<file path="src/rtl/req_ack_mon_pkg.sv">
// Shared types and constants for the req->ack protocol monitor.
package req_ack_mon_pkg;

    // Width of the per-channel latency counter; MAX_LAT is bounded by its range.
    localparam int LAT_W = 8;

    // Per-channel checker state.
    typedef enum logic {
        IDLE = 1'b0,
        WAIT = 1'b1
    } chk_state_t;

    // Reason reported alongside a fail pulse.
    typedef enum logic [1:0] {
        TIMEOUT  = 2'd0,
        EARLY    = 2'd1,
        OVERLAP  = 2'd2,
        SPURIOUS = 2'd3
    } fail_cause_t;

endpackage

</file>
<file path="src/rtl/req_ack_chan_chk.sv">
// One req->ack channel checker: window FSM, latency count, registered
// pass/fail pulses with cause, sticky error flag and saturating counters.
module req_ack_chan_chk
    import req_ack_mon_pkg::*;
#(
    parameter int MIN_LAT     = 1,
    parameter int MAX_LAT     = 1,
    parameter int CNT_W       = 8,
    parameter int OVERLAP_CHK = 1,
    parameter int SPUR_CHK    = 0
) (
    input  logic             clk,
    input  logic             rst,
    input  logic             dis,
    input  logic             clr,
    input  logic             req,
    input  logic             ack,
    output logic             pass,
    output logic             fail,
    output logic [1:0]       fail_cause,
    output logic             err_sticky,
    output logic [CNT_W-1:0] pass_cnt,
    output logic [CNT_W-1:0] fail_cnt
);

    localparam logic [LAT_W-1:0] MIN_L = LAT_W'(MIN_LAT);
    localparam logic [LAT_W-1:0] MAX_L = LAT_W'(MAX_LAT);

    chk_state_t        state, state_nxt;
    logic [LAT_W-1:0]  lat, lat_nxt;
    logic              pass_nxt, fail_nxt, resolve;
    fail_cause_t       cause_q, cause_nxt;

    // Next-state, latency and verdict for the edge being sampled.
    always_comb begin
        state_nxt = state;
        lat_nxt   = lat;
        pass_nxt  = 1'b0;
        fail_nxt  = 1'b0;
        cause_nxt = TIMEOUT;
        resolve   = 1'b0;
        case (state)
            IDLE: begin
                // A req starts a check; a coincident ack is not credited to it.
                if (req) begin
                    state_nxt = WAIT;
                    lat_nxt   = LAT_W'(1);
                end else if (ack && (SPUR_CHK != 0)) begin
                    fail_nxt  = 1'b1;
                    cause_nxt = SPURIOUS;
                end
            end
            WAIT: begin
                if (ack) begin
                    resolve = 1'b1;
                    if (lat >= MIN_L) begin
                        pass_nxt = 1'b1;
                    end else begin
                        fail_nxt  = 1'b1;
                        cause_nxt = EARLY;
                    end
                end else if (lat == MAX_L) begin
                    resolve   = 1'b1;
                    fail_nxt  = 1'b1;
                    cause_nxt = TIMEOUT;
                end
                if (resolve) begin
                    // A req on the resolving edge opens the next check back-to-back.
                    if (req) begin
                        state_nxt = WAIT;
                        lat_nxt   = LAT_W'(1);
                    end else begin
                        state_nxt = IDLE;
                        lat_nxt   = '0;
                    end
                end else begin
                    lat_nxt = lat + LAT_W'(1);
                    if (req && (OVERLAP_CHK != 0)) begin
                        fail_nxt  = 1'b1;
                        cause_nxt = OVERLAP;
                    end
                end
            end
            default: begin
                state_nxt = IDLE;
                lat_nxt   = '0;
            end
        endcase
    end

    // FSM, latency and verdict registers; disable aborts pending checks silently.
    always_ff @(posedge clk) begin
        if (!rst) begin
            state   <= IDLE;
            lat     <= '0;
            pass    <= 1'b0;
            fail    <= 1'b0;
            cause_q <= TIMEOUT;
        end else if (dis) begin
            state   <= IDLE;
            lat     <= '0;
            pass    <= 1'b0;
            fail    <= 1'b0;
            cause_q <= TIMEOUT;
        end else begin
            state   <= state_nxt;
            lat     <= lat_nxt;
            pass    <= pass_nxt;
            fail    <= fail_nxt;
            cause_q <= cause_nxt;
        end
    end

    assign fail_cause = cause_q;

    // Sticky error and saturating counters; clr wins over a same-edge verdict.
    always_ff @(posedge clk) begin
        if (!rst || clr) begin
            err_sticky <= 1'b0;
            pass_cnt   <= '0;
            fail_cnt   <= '0;
        end else if (!dis) begin
            if (fail_nxt) err_sticky <= 1'b1;
            if (pass_nxt && (pass_cnt != '1)) pass_cnt <= pass_cnt + CNT_W'(1);
            if (fail_nxt && (fail_cnt != '1)) fail_cnt <= fail_cnt + CNT_W'(1);
        end
    end

endmodule

</file>
<file path="src/rtl/req_ack_protocol_monitor.sv">
// Multi-channel req->ack handshake monitor: N_CH independent channel checkers
// sharing reset, disable and clear, with outputs packed onto flat buses.
module req_ack_protocol_monitor
    import req_ack_mon_pkg::*;
#(
    parameter int N_CH        = 4,
    parameter int MIN_LAT     = 1,
    parameter int MAX_LAT     = 1,
    parameter int CNT_W       = 8,
    parameter int OVERLAP_CHK = 1,
    parameter int SPUR_CHK    = 0
) (
    input  logic                  clk,
    input  logic                  rst,
    input  logic                  dis,
    input  logic                  clr,
    input  logic [N_CH-1:0]       req,
    input  logic [N_CH-1:0]       ack,
    output logic [N_CH-1:0]       pass,
    output logic [N_CH-1:0]       fail,
    output logic [2*N_CH-1:0]     fail_cause,
    output logic [N_CH-1:0]       err_sticky,
    output logic [CNT_W*N_CH-1:0] pass_cnt,
    output logic [CNT_W*N_CH-1:0] fail_cnt
);

    // Reject latency windows the 8-bit latency counter cannot represent.
    if (MIN_LAT < 1) begin : g_bad_min
        $error("req_ack_protocol_monitor: MIN_LAT must be >= 1");
    end
    if (MAX_LAT < MIN_LAT) begin : g_bad_order
        $error("req_ack_protocol_monitor: MAX_LAT must be >= MIN_LAT");
    end
    if (MAX_LAT > 255) begin : g_bad_max
        $error("req_ack_protocol_monitor: MAX_LAT must be <= 255");
    end

    // One checker per channel; channels share only rst, dis and clr.
    for (genvar c = 0; c < N_CH; c++) begin : g_chan
        req_ack_chan_chk #(
            .MIN_LAT     (MIN_LAT),
            .MAX_LAT     (MAX_LAT),
            .CNT_W       (CNT_W),
            .OVERLAP_CHK (OVERLAP_CHK),
            .SPUR_CHK    (SPUR_CHK)
        ) u_chan (
            .clk        (clk),
            .rst        (rst),
            .dis        (dis),
            .clr        (clr),
            .req        (req[c]),
            .ack        (ack[c]),
            .pass       (pass[c]),
            .fail       (fail[c]),
            .fail_cause (fail_cause[2*c +: 2]),
            .err_sticky (err_sticky[c]),
            .pass_cnt   (pass_cnt[CNT_W*c +: CNT_W]),
            .fail_cnt   (fail_cnt[CNT_W*c +: CNT_W])
        );
    end

endmodule
</file>
<file path="config.mk">
export PLATFORM = sky130hd
export DESIGN_NAME = req_ack_protocol_monitor
export DESIGN_NICKNAME = d
export VERILOG_FILES = /design/src/rtl/req_ack_mon_pkg.sv /design/src/rtl/req_ack_chan_chk.sv /design/src/rtl/req_ack_protocol_monitor.sv
export SDC_FILE = /design/constraint.sdc
export NUM_CORES = 1
export LEC_CHECK = 0
export ABC_AREA = 1
export ABC_CLOCK_PERIOD_IN_PS = 2400
export CORE_ASPECT_RATIO = 0.6
export CORE_UTILIZATION = 48
export CTS_CLUSTER_SIZE = 14
export DETAILED_ROUTE_END_ITERATION = 10
export PLACE_DENSITY = 0.72
export SYNTH_ARGS = -nofsm -noshare
export SYNTH_HDL_FRONTEND = slang
export SYNTH_SLANG_ARGS = --single-unit
</file>
<file path="constraint.sdc">
create_clock -name clk -period 2.4 [get_ports clk]
set_clock_uncertainty 0.15 [all_clocks]
set_input_delay 0.6 -clock clk [delete_from_list [all_inputs] [get_ports clk]]
set_output_delay 0.6 -clock clk [all_outputs]
set_load 0.03 [all_outputs]
</file>
==> flow_summary.json <==
{
  "area_growth_pct": 28.1,
  "drt_iter0_markers": 340,
  "maxCapViolCount": 0,
  "synth.distinct_cells": 30,
  "core_um2": 12400,
  "gp_congestion": 0.856,
  "synth-seq-cells": 120,
  "critPathSlowestCell": "clkdlybuf4s50_1",
  "stdcell_count": 1180,
  "fmax_mhz": 430,
  "clock_sinks": 120,
  "pre_cts_slack_ns": -0.00394,
  "dp_cells": 1148,
  "cp_top_family": "buffers and inverters",
  "rows": 31,
  "synthesis.area_um2": 6290,
  "drive_gt1_share_pct": 9.95,
  "worst-path-buf-inv": 1,
  "hold_path.class": "reg -> reg",
  "syn-instance-count": 895,
  "finalPower_mw": 4.85,
  "synth_area_leaders": "dfxtp_1 38%, nand2_1 13%, a21oi_1 7.6%",
  "met3_usage_pct": 6.62,
  "rsz0062_at_grt": "no",
  "power.density_nw_per_um2": 602,
  "critical_path_class": "reg -> out",
  "synth_top_cell_by_area": "dfxtp_1",
  "ios": 96,
  "num_vias": 6041,
  "htree_levels": 4,
  "drc_errors": 0,
  "fp.dieH_um": 90.7,
  "worst_slew_pin_slew_ns": 0.552,
  "hpwl_um": 10900,
  "cts_tree": "built",
  "cp-start-kind": "flop",
  "gr-total-overflow": 0,
  "fin_crit_sh_pct": 96.9,
  "worstPathMaxFanout": 5,
  "wl_per_cell_um": 13.0,
  "met1_usage_pct": 33.1,
  "synth_edf_count": 0,
  "ys_async_sr_fraction_pct": 0,
  "slew_headroom_pct": 63.2,
  "multiInputGateArea_um2": 3280,
  "initial_core_util_pct": 50.7,
  "grt_pass1_wl_um": 25400,
  "yosys.area.top_type_share_pct": 38.2,
  "io_buffers": 95,
  "cts_setup_buffers": 0,
  "setup_viol": 0,
  "leakage_nw": 3.19,
  "avgSynthCellArea_um2": 7.03,
  "dieArea_um2": 13600,
  "fin_ws_ns": 0.0743,
  "final.fill_count": 1095,
  "track_usage_pct": 23.4,
  "diodes": 0,
  "synth_commonest_cells": "220 x nand2_1, 120 x dfxtp_1, 104 x inv_1, 95 x a21oi_1, 74 x nor2_1",
  "viasPerCell": 5.12,
  "status": "completed",
  "yosys_most_used_dff": "dfxtp_1",
  "synth.yosys.seq_area_share_pct": 38.2,
  "clockBufferDepth": 2,
  "cts_root_buffer": "clkbuf_16",
  "antenna_found_initial": 0,
  "gr-max-usage-layer": "met2",
  "period_needed_ns": 2.33,
  "syn_nets": 927,
  "wirelength_um": 15300,
  "end_kind": "primary output",
  "grt_max_degree": 49,
  "cp_data_required_time_ns": 1.65,
  "fin_nets": 1034,
  "dr.pass1.iters": 5,
  "path_clk_slew_ns": 0.05,
  "hold_viol": 0,
  "cts_buffers": 17,
  "cpPeakStageDelay_ns": 0.72,
  "grt_pass1_vias": 5272,
  "slew_viol_final": 0,
  "fp.dieW_um": 150,
  "worstPathArrival_ns": 1.58,
  "path_cells": "clkdlybuf4s50_1",
  "ir_drop_uv": 350,
  "yosysMostFrequentCell": "nand2_1",
  "postRouteAntennaNets": 0,
  "clock_latency_ns": 0.41,
  "seq_area_um2": 2400,
  "fin_tns_setup_ns": 0,
  "gr-usage-met2_pct": 34.1,
  "ys_warn_count": 0
}
==> registers in the layout (all words and copies together), names as in the netlist <==
signal and flops:
g_chan.u_chan.err_sticky 4, g_chan.u_chan.fail 4, g_chan.u_chan.fail_cause 8, g_chan.u_chan.fail_cnt 32
g_chan.u_chan.lat 32, g_chan.u_chan.pass 4, g_chan.u_chan.pass_cnt 32, g_chan.u_chan.state 4
==> report_power, final <==
group | switching, mW | internal, mW
clock network | 0.960 | 1.63
registers | 0.0125 | 2.00
logic | 0.159 | 0.0796
total | 1.13 | 3.72
==> path summary, 6_finish.rpt <==
| path | slack (ns) | startpoint | depth (start not counted) | to |
|---|---|---|---|---|
| setup reg to reg | 0.36 | g_chan[3].u_chan.pass_cnt[0] | 8 | g_chan[3].u_chan.pass_cnt[1] |
| setup / recovery | 0.07 | g_chan[3].u_chan.pass_cnt[6] | 1 | pass_cnt[30] |
| hold / removal | 0.30 | g_chan[1].u_chan.err_sticky | 2 | g_chan[1].u_chan.err_sticky |
| hold reg to reg | 0.30 | g_chan[1].u_chan.err_sticky | 2 | g_chan[1].u_chan.err_sticky |
==> logic make-up (layout without fill, tap and decap cells) <==
| kind of cell | count (synthesis) | after routing | synth area share (%) |
|---|---|---|---|
| AO/OA/AOI/OAI | 137 | 137 | 11.7 |
| XOR/XNOR | 32 | 32 | 4.45 |
| adder cells (fa/ha/maj) | 20 | 20 | 3.98 |
| flip-flops | 120 | 120 | 38.2 |
| AND/OR/NAND/NOR | 440 | 440 | 32.0 |
| buffers and inverters | 146 | 266 | 9.72 |
==> timing repair <==
| item | 4_1_cts | 5_1_grt |
|---|---|---|
| endpoints found under the setup margin | 0 | 2 |
| gates resized for setup | 0 | 2 |
| hold buffers | 0 | 0 |
==> metal layers <==
layer	part of all wire (%)	vias to the layer above
li1	-	3118
met1	50	2715
met2	41	190
met3	8.1	18
met4	1.2	0
met5	0	-
==> final cells by class <==
class,count,area share [%]
clock inverter,15,2.22
timing repair buffer,115,13.9
clock buffer,17,5.28
inverter,119,5.56
tap,165,2.56
sequential,120,29.8
multi-input combinational,629,40.7
==> cells in the final DEF (no fill, tap or decap), drive strengths merged, types with 3 or more instances in the layout <==
master         count
a21oi             99
xor2              24
nand3b             6
dfxtp            120
nand3             72
xnor2              8
nand2            233
clkinvlp           4
clkinv             8
inv              119
clkbuf            17
clkdlybuf4s50     93
bufinv             3
o21ai             36
buf               20
nor3               9
nor4               4
nor2              83
nand4             32
ha                20
==> through the flow <==
| stage | util, % | instance area (µm²) | hold WS (ns) |
|---|---|---|---|
| after floorplan | - | 6290 | 0.280 |
| after global placement | 60.0 | 7450 | 0.289 |
| after detailed placement | 60.0 | 7450 | 0.290 |
| after CTS | 64.9 | 8050 | 0.299 |
| after global routing | 64.9 | 8060 | 0.320 |
| final | 64.9 | 8060 | 0.298 |
Power figures use the tool's default switching activity.
